`config.mk`:
```
export PLATFORM = sky130hd
export DESIGN_NAME = ctc_seq
export DESIGN_NICKNAME = d
export VERILOG_FILES = /design/src/rtl/ctc_seq.sv
export SDC_FILE = /design/constraint.sdc
export NUM_CORES = 1
export LEC_CHECK = 0
export CORE_MARGIN = 4
export CORE_UTILIZATION = 55
export CTS_BUF_LIST = sky130_fd_sc_hd__clkbuf_8
export DETAILED_ROUTE_END_ITERATION = 6
export DONT_BUFFER_PORTS = 1
export PLACE_DENSITY = 0.7
export SETUP_SLACK_MARGIN = 0.05
export SYNTH_ARGS = -nofsm -noshare
export SYNTH_HDL_FRONTEND = slang
export SYNTH_SLANG_ARGS = --single-unit
```
`constraint.sdc`:
```
create_clock -name cph2 -period 3 [get_ports cph2]
set_input_delay 0.6 -clock cph2 [delete_from_list [all_inputs] [get_ports cph2]]
set_output_delay 0.6 -clock cph2 [all_outputs]
set_load 0.05 [all_outputs]
```
`src/rtl/ctc_seq.sv`:
```
// ctc_seq: control-and-timing sequencer. Runs the 56-bit-time word counter,
// fetches one 10-bit instruction per word over a valid/ready handshake,
// serialises it LSB-first on `is` under `sync`, owns the pointer register and
// derives the word-select `ws` for arithmetic instructions in the next word.
module ctc_seq #(
    parameter int         WORD_LEN = 56,
    parameter logic [3:0] P_RST    = 4'd0
) (
    input  logic       cph2,
    input  logic       rstb,
    input  logic [9:0] ins_data,
    input  logic       ins_valid,
    output logic       ins_ready,
    output logic       is,
    output logic       sync,
    output logic       ws,
    output logic [5:0] sys_cnt,
    output logic [3:0] p_out
);

    localparam logic [5:0] CNT_LAST  = 6'(WORD_LEN - 1);
    localparam logic [5:0] CNT_FETCH = 6'd44;
    localparam logic [5:0] CNT_SER0  = 6'd45;
    localparam logic [5:0] CNT_SERL  = 6'd54;
    localparam logic [3:0] P_MAX     = 4'd13;

    logic [5:0] cnt_q,     cnt_d;
    logic [9:0] shreg_q,   shreg_d;
    logic [9:0] ir_q,      ir_d;
    logic       ar_en_q,   ar_en_d;
    logic [2:0] ar_type_q, ar_type_d;
    logic [3:0] p_q,       p_d;
    logic [3:0] dig;

    // Pointer update for a pointer-op instruction held in `ir`.
    function automatic logic [3:0] ptr_next(input logic [3:0] p, input logic [9:0] ir);
        logic [3:0] r;
        r = p;
        case (ir[5:4])
            2'b00:   r = (ir[9:6] > P_MAX) ? P_MAX : ir[9:6];
            2'b01:   r = (p == P_MAX) ? 4'd0 : p + 4'd1;
            2'b10:   r = (p == 4'd0) ? P_MAX : p - 4'd1;
            default: r = p;
        endcase
        return r;
    endfunction

    // State registers; a reset mid-word drops any partially shifted instruction.
    always_ff @(posedge cph2 or negedge rstb) begin
        if (!rstb) begin
            cnt_q     <= 6'd0;
            shreg_q   <= 10'd0;
            ir_q      <= 10'd0;
            ar_en_q   <= 1'b0;
            ar_type_q <= 3'd0;
            p_q       <= P_RST;
        end else begin
            cnt_q     <= cnt_d;
            shreg_q   <= shreg_d;
            ir_q      <= ir_d;
            ar_en_q   <= ar_en_d;
            ar_type_q <= ar_type_d;
            p_q       <= p_d;
        end
    end

    // Next state: counter wrap, fetch at 44, shift in 45..53, decode on the 55->0 edge.
    always_comb begin
        cnt_d     = (cnt_q == CNT_LAST) ? 6'd0 : cnt_q + 6'd1;
        shreg_d   = shreg_q;
        ir_d      = ir_q;
        ar_en_d   = ar_en_q;
        ar_type_d = ar_type_q;
        p_d       = p_q;

        if (cnt_q == CNT_FETCH) begin
            // A missing instruction becomes a NOP (all zeros).
            shreg_d = ins_valid ? ins_data : 10'd0;
            ir_d    = ins_valid ? ins_data : 10'd0;
        end else if (cnt_q >= CNT_SER0 && cnt_q < CNT_SERL) begin
            shreg_d = {1'b0, shreg_q[9:1]};
        end

        if (cnt_q == CNT_LAST) begin
            ar_en_d = (ir_q[1:0] == 2'b10);
            if (ir_q[1:0] == 2'b10) begin
                ar_type_d = ir_q[4:2];
            end
            if (ir_q[3:0] == 4'b1100) begin
                p_d = ptr_next(p_q, ir_q);
            end
        end
    end

    assign dig = cnt_q[5:2];

    // Outputs decoded purely from registered state.
    always_comb begin
        sync      = (cnt_q >= CNT_SER0) && (cnt_q <= CNT_SERL);
        ins_ready = (cnt_q == CNT_FETCH);
        is        = sync & shreg_q[0];
        sys_cnt   = cnt_q;
        p_out     = p_q;
        ws        = 1'b1;
        if (ar_en_q) begin
            case (ar_type_q)
                3'b000:  ws = (dig == p_q);
                3'b001:  ws = (dig >= 4'd3) && (dig <= 4'd12);
                3'b010:  ws = (dig <= 4'd2);
                3'b011:  ws = 1'b1;
                3'b100:  ws = (dig <= p_q);
                3'b101:  ws = (dig >= 4'd3);
                3'b110:  ws = (dig == 4'd2);
                default: ws = (dig == 4'd13);
            endcase
        end
    end

endmodule

```
# Yosys cells after proc, flatten, opt, wreduce, memory -nomap -nowiden
# Cells that the tools add are included.
[classes] n_addsub=3 reduce_logical=10 div=0 bitwise=1 shift=0 mux=10 magnitude_cmp=8 mul=0 eq_ne=16
[op_table] op="10-bit 2-to-1 mux" count=3
[op_table] op="4-bit == test (second input constant)" count=3
[op_table] op="6-bit == test (second input constant)" count=2
[op_table] op="4-bit 2-to-1 mux" count=3
[op_table] op="4-bit one-hot mux with 3 select lines" count=1
[op_table] op="3-bit == test (second input constant)" count=3
[op_table] op="1-bit one-hot mux with 7 select lines" count=1
[op_table] op="6-bit by 1-bit adder with 6-bit output (second input constant)" count=1
[op_table] op="3-bit by 2-bit == test with 1-bit output (second input constant)" count=2
[op_table] op="6-bit greater-or-equal comparator (second input constant)" count=1
[op_table] op="6-bit less-or-equal comparator (second input constant)" count=1
[op_table] op="6-bit < comparator (second input constant)" count=1
[op_table] op="6-bit 2-to-1 mux" count=1
[op_table] op="4-bit by 1-bit adder with 4-bit output (second input constant)" count=1
[op_table] op="2-bit == test (second input constant)" count=2
[op_table] op="4-bit by 2-bit == test with 1-bit output (second input constant)" count=1
[op_table] op="4-bit == test" count=1
[op_table] op="4-bit by 2-bit greater-or-equal comparator with 1-bit output (second input constant)" count=1
[op_table] op="4-bit greater-than comparator (second input constant)" count=1
[op_table] op="4-bit by 2-bit less-or-equal comparator with 1-bit output (second input constant)" count=1
[op_table] op="4-bit less-or-equal comparator" count=1
[op_table] op="4-bit less-or-equal comparator (second input constant)" count=1
[op_table] op="4-bit zero test" count=1
[op_table] op="4-bit by 1-bit subtractor with 4-bit output (second input constant)" count=1
[op_table] op="other kinds (11)" count=13
[totals] elab_cells=54 latchBits=0 out_inout_bits=14 input_bits=13 ff_bits=34 n_memories=0 romBits=0 ramBits=0

# Logic depth before layout (Yosys ltp)
[logic_depth] ltp_word=4 mapped_depth=8 ltp_nobuf=6

# Least setup slack after synthesis
# Ideal clock, no wire load.
[synth_path] kind="register -> output" startpoint="register p_q[1] (netlist: p_out[1])" endpoint="output port ws" stages_incl_launch_ff=7 path_buffers=0 arrival_ps=3330 path_slack_ps=-930 path_cell_list="dfrtp_1 -> inv_1 -> ha_1 -> nor2b_1 -> o211ai_1 -> a21oi_1 -> o311ai_0"
[synth_via] elab_chain_len=3
[synth_rtl] item="start: declaration" line_no="32" text="logic [3:0] p_q, p_d;"
[synth_rtl] item="start signal: assignment" line_no="63" text="p_q <= p_d;"
[synth_rtl] item="4-bit less-or-equal comparator or 4-bit == test (tied branches)" line_no="111, 107"
[synth_rtl] item="1-bit one-hot mux with 7 select lines (*)" line_no="106" text="case (ar_type_q)"
[synth_rtl] item="1-bit 2-to-1 mux (*)" line_no="105" text="if (ar_en_q) begin"
[synth_rtl] item="end: declaration" line_no="16" text="output logic ws,"
# Every way passes the cells marked *; elsewhere a longest branch is shown, timed or not.

# Worst setup path in the final report
[layout_path] startpoint="register cnt_q[3] (netlist: sys_cnt[3])" endpoint="output port ws"
[layout_via] elab_chain_len=4
[layout_rtl] item="start: declaration" line_no="27" text="logic [5:0] cnt_q, cnt_d;"
[layout_rtl] item="start signal: assignment" line_no="58" text="cnt_q <= cnt_d;"
[layout_rtl] item="4-bit by 2-bit greater-or-equal comparator with 1-bit output or 4-bit less-or-equal comparator (tied branches)" line_no="108, 112"
[layout_rtl] item="1-bit logical AND" line_no="108" text="3'b001: ws = (dig >= 4'd3) && (dig <= 4'd12);"
[layout_rtl] item="1-bit one-hot mux with 7 select lines (*)" line_no="106"
[layout_rtl] item="1-bit 2-to-1 mux (*)" line_no="105"
# Marks and branches as above.

==> impl_metrics.toml <==
[status]
status = "completed"

[clock_network]
cts_made_buffers = 5
cts.sinks = 34
clock_latency_ns = 0.28
htreeDepth = 2
clockBufferDepth = 2
clk_pin_slew_ns = 0.07
cts_tree = "yes"
cts.root.buffer_cell = "clkbuf_8"

[critical_path]
cp_max_fo = 11
r2r_slack_ns = 0.75
r2r-start = "sys_cnt[1]"
arrival_ns = 2.03
cp.required_ns = 2.40
end_kind = "output port"
cp-start-kind = "register"
crit_type = "reg -> out"
reg2regPathDepth = 6
worstReg2RegEnd = "shreg_q[7]"

[layout]
final_common_cell = "dfrtp_1"
drive_above_1_share_pct = 25.3
finalNonFillerCells = 244
nets = 224
num_antenna_cells = 0
final_cell_mix = "dfrtp_1 (34), ha_1 (14), inv_1 (13)"
area_delta_synth_final_pct = 10.7

[floorplan]
die_h_um = 68.6
core.rowCount = 21
core_area_mm2 = 0.00344
die_w_um = 68.6
floorplan.initialDensity_pct = 58.6
die_area_mm2 = 0.00470
ios = 27

[place]
hpwl_mm = 2.99
dp.cells = 235
place_congestion = 0.860
portBuffers = 0

[logic_synthesis]
ys_warn_count = 0
syn-num-nets = 213
synthArstFlopShare_pct = 100
synth_enable_flop_cells = 0
ys_seq_area_share_pct = 42.2
syn_avg_cell_area_um2 = 10.8
ys_ff_latch = 34
post_synth_num_cell_types = 50
synthCells = 186
synth_flop_cell = "dfrtp_1"
netlist_area_mm2 = 0.00202

[timing]
setup_tns_ns = 0
rsz0062_at_grt = "no"
whs_ns = 0.146
setup_viol = 0
clock.fmax_mhz = 381
tightest_slew_ns = 1.14
timing.final.crit_share_pct = 87.6
drv_slew = 0
finalHoldViolCount = 0
finClkSkew_ns = 0.00797
period_needed_ns = 2.63
relSlewSlack_pct = 23.5

[worst_hold_path]
hold_path.class = "in -> async"

[drt]
drt-total-wl_mm = 3.98
viasPerCell = 6.05
vias = 1476
avgRoutedWirePerCell_um = 16.3
drtPass1Iterations = 4
route.antenna.remaining_nets = 0
drt_iter0_drc = 103
drc_errors = 0

[power_and_ir_drop]
p_comb_share_pct = 5.1
power_density_mw_per_mm2 = 408
power.internal_w = 0.000723
p_clk_share_pct = 42.4
switching_share_pct = 20.6
ir_drop_mv = 0.391
seq_power_share_pct = 52.5
p_leak_nw = 1.05
power.net_switching_w = 0.000188

[grt]
grtUsageTotal_pct = 19.5
grt_max_degree = 35
grt-ovfl-total = 0
antenna_found_initial = 0
grt_pass1_vias = 1447
grt_pass1_wl_mm = 6.81

[flow_run]
max-cap-violations = 0
worst max-delay path: stages, from the launching register on:
cell and delay (ns):
dfrtp_1 0.60, ha_1 0.32, nor2b_1 0.13, o211ai_1 0.15, a21oi_1 0.10, o311ai_2 0.21
buf_4 0.24
power groups by stage:
| stage | Sequential, W | Clock, W | Combinational, W |
|---|---|---|---|
| floorplan | 0.000484 | 0 | 0.0000310 |
| detailed placement | 0.000487 | 0 | 0.0000356 |
| global placement | 0.000486 | 0 | 0.0000345 |
| global route | 0.000479 | 0.000419 | 0.0000525 |
| CTS | 0.000478 | 0.000394 | 0.0000359 |
| finish | 0.000478 | 0.000386 | 0.0000468 |
area by class of cell:
class,instances,area [µm²]
Sequential cell,34,851
Timing Repair Buffer,13,110
Fill cell,278,1210
Inverter,13,48.8
Multi-Input combinational cell,130,1060
Tap cell,46,57.6
Clock buffer,8,110
cell families (layout without fill, tap and decap cells):
group / Yosys count / after routing / synth area share (%)
DFF: 34 / 34 / 42.2
buffers and inverters: 22 / 34 / 6.08
and+or+nand+nor: 44 / 44 / 13.3
AOI/OAI and AO/OA: 57 / 57 / 21.8
adders and majority gates: 14 / 14 / 8.68
xor gates and xnor gates: 3 / 3 / 1.30
muxes: 12 / 12 / 6.64
cells in the mapped netlist, drive strengths merged (2+ instances only):
master,count,area share [%]
o21ai,10,2.7
xor2,3,1.3
ha,14,8.7
nand3b,3,1.7
dfrtp,34,42
a31oi,4,1.2
nor3,2,0.50
o211ai,3,1.1
nor2,7,1.3
buf,8,3.5
a21oi,6,1.5
inv,13,2.4
and2,3,0.93
nand2,10,1.9
o22ai,3,0.93
or3,2,0.62
a21o,2,0.74
nor2b,4,1.2
nand4,2,0.62
nand3,4,0.99
a22o,18,8.5
mux2,11,6.1
routing by layer:
metal	up-vias	share of wire [%]	global-route usage [%]
met1	721	45	26.2
met2	39	48	30.8
met3	2	6.2	5.51
met4	0	0.58	5.21
met5	-	0	0
li1	714	-	-
registers in the layout (all words and copies together), names as in the netlist:
signal / count
ar_en_q: 1
ar_type_q: 3
ir_q: 10
p_out: 4
shreg_q: 10
sys_cnt: 6
worst max path at each step:
stage               startpoint  endpoint  slack (ns)  depth (start not counted)
global route        sys_cnt[3]        ws        0.28                          6
floorplan             p_out[1]        ws        0.12                          6
detailed placement  sys_cnt[3]        ws        0.67                          6
finish              sys_cnt[3]        ws        0.37                          6
global placement    sys_cnt[3]        ws        0.75                          6
CTS                 sys_cnt[3]        ws        0.37                          6
through the flow:
stage	setup WS [ns]	cell area (µm²)	power (W)	util (%)
2_1_floorplan	0.117	2020	0.000515	-
3_3_place_gp	0.747	2100	0.000520	61.1
3_5_place_dp	0.675	2100	0.000523	61.1
4_1_cts	0.366	2210	0.000908	64.3
5_1_grt	0.279	2230	0.000951	64.9
6_report	0.373	2230	0.000911	64.9
what timing repair did:
action / 4_1_cts / 5_1_grt
setup endpoints to repair: 0 / 0
buffers inserted: 0 / 0
hold endpoints to repair: 0 / 34
resized for setup: 0 / 0
hold buffers: 0 / 1
No activity file was read; power rests on OpenSTA's default activity.
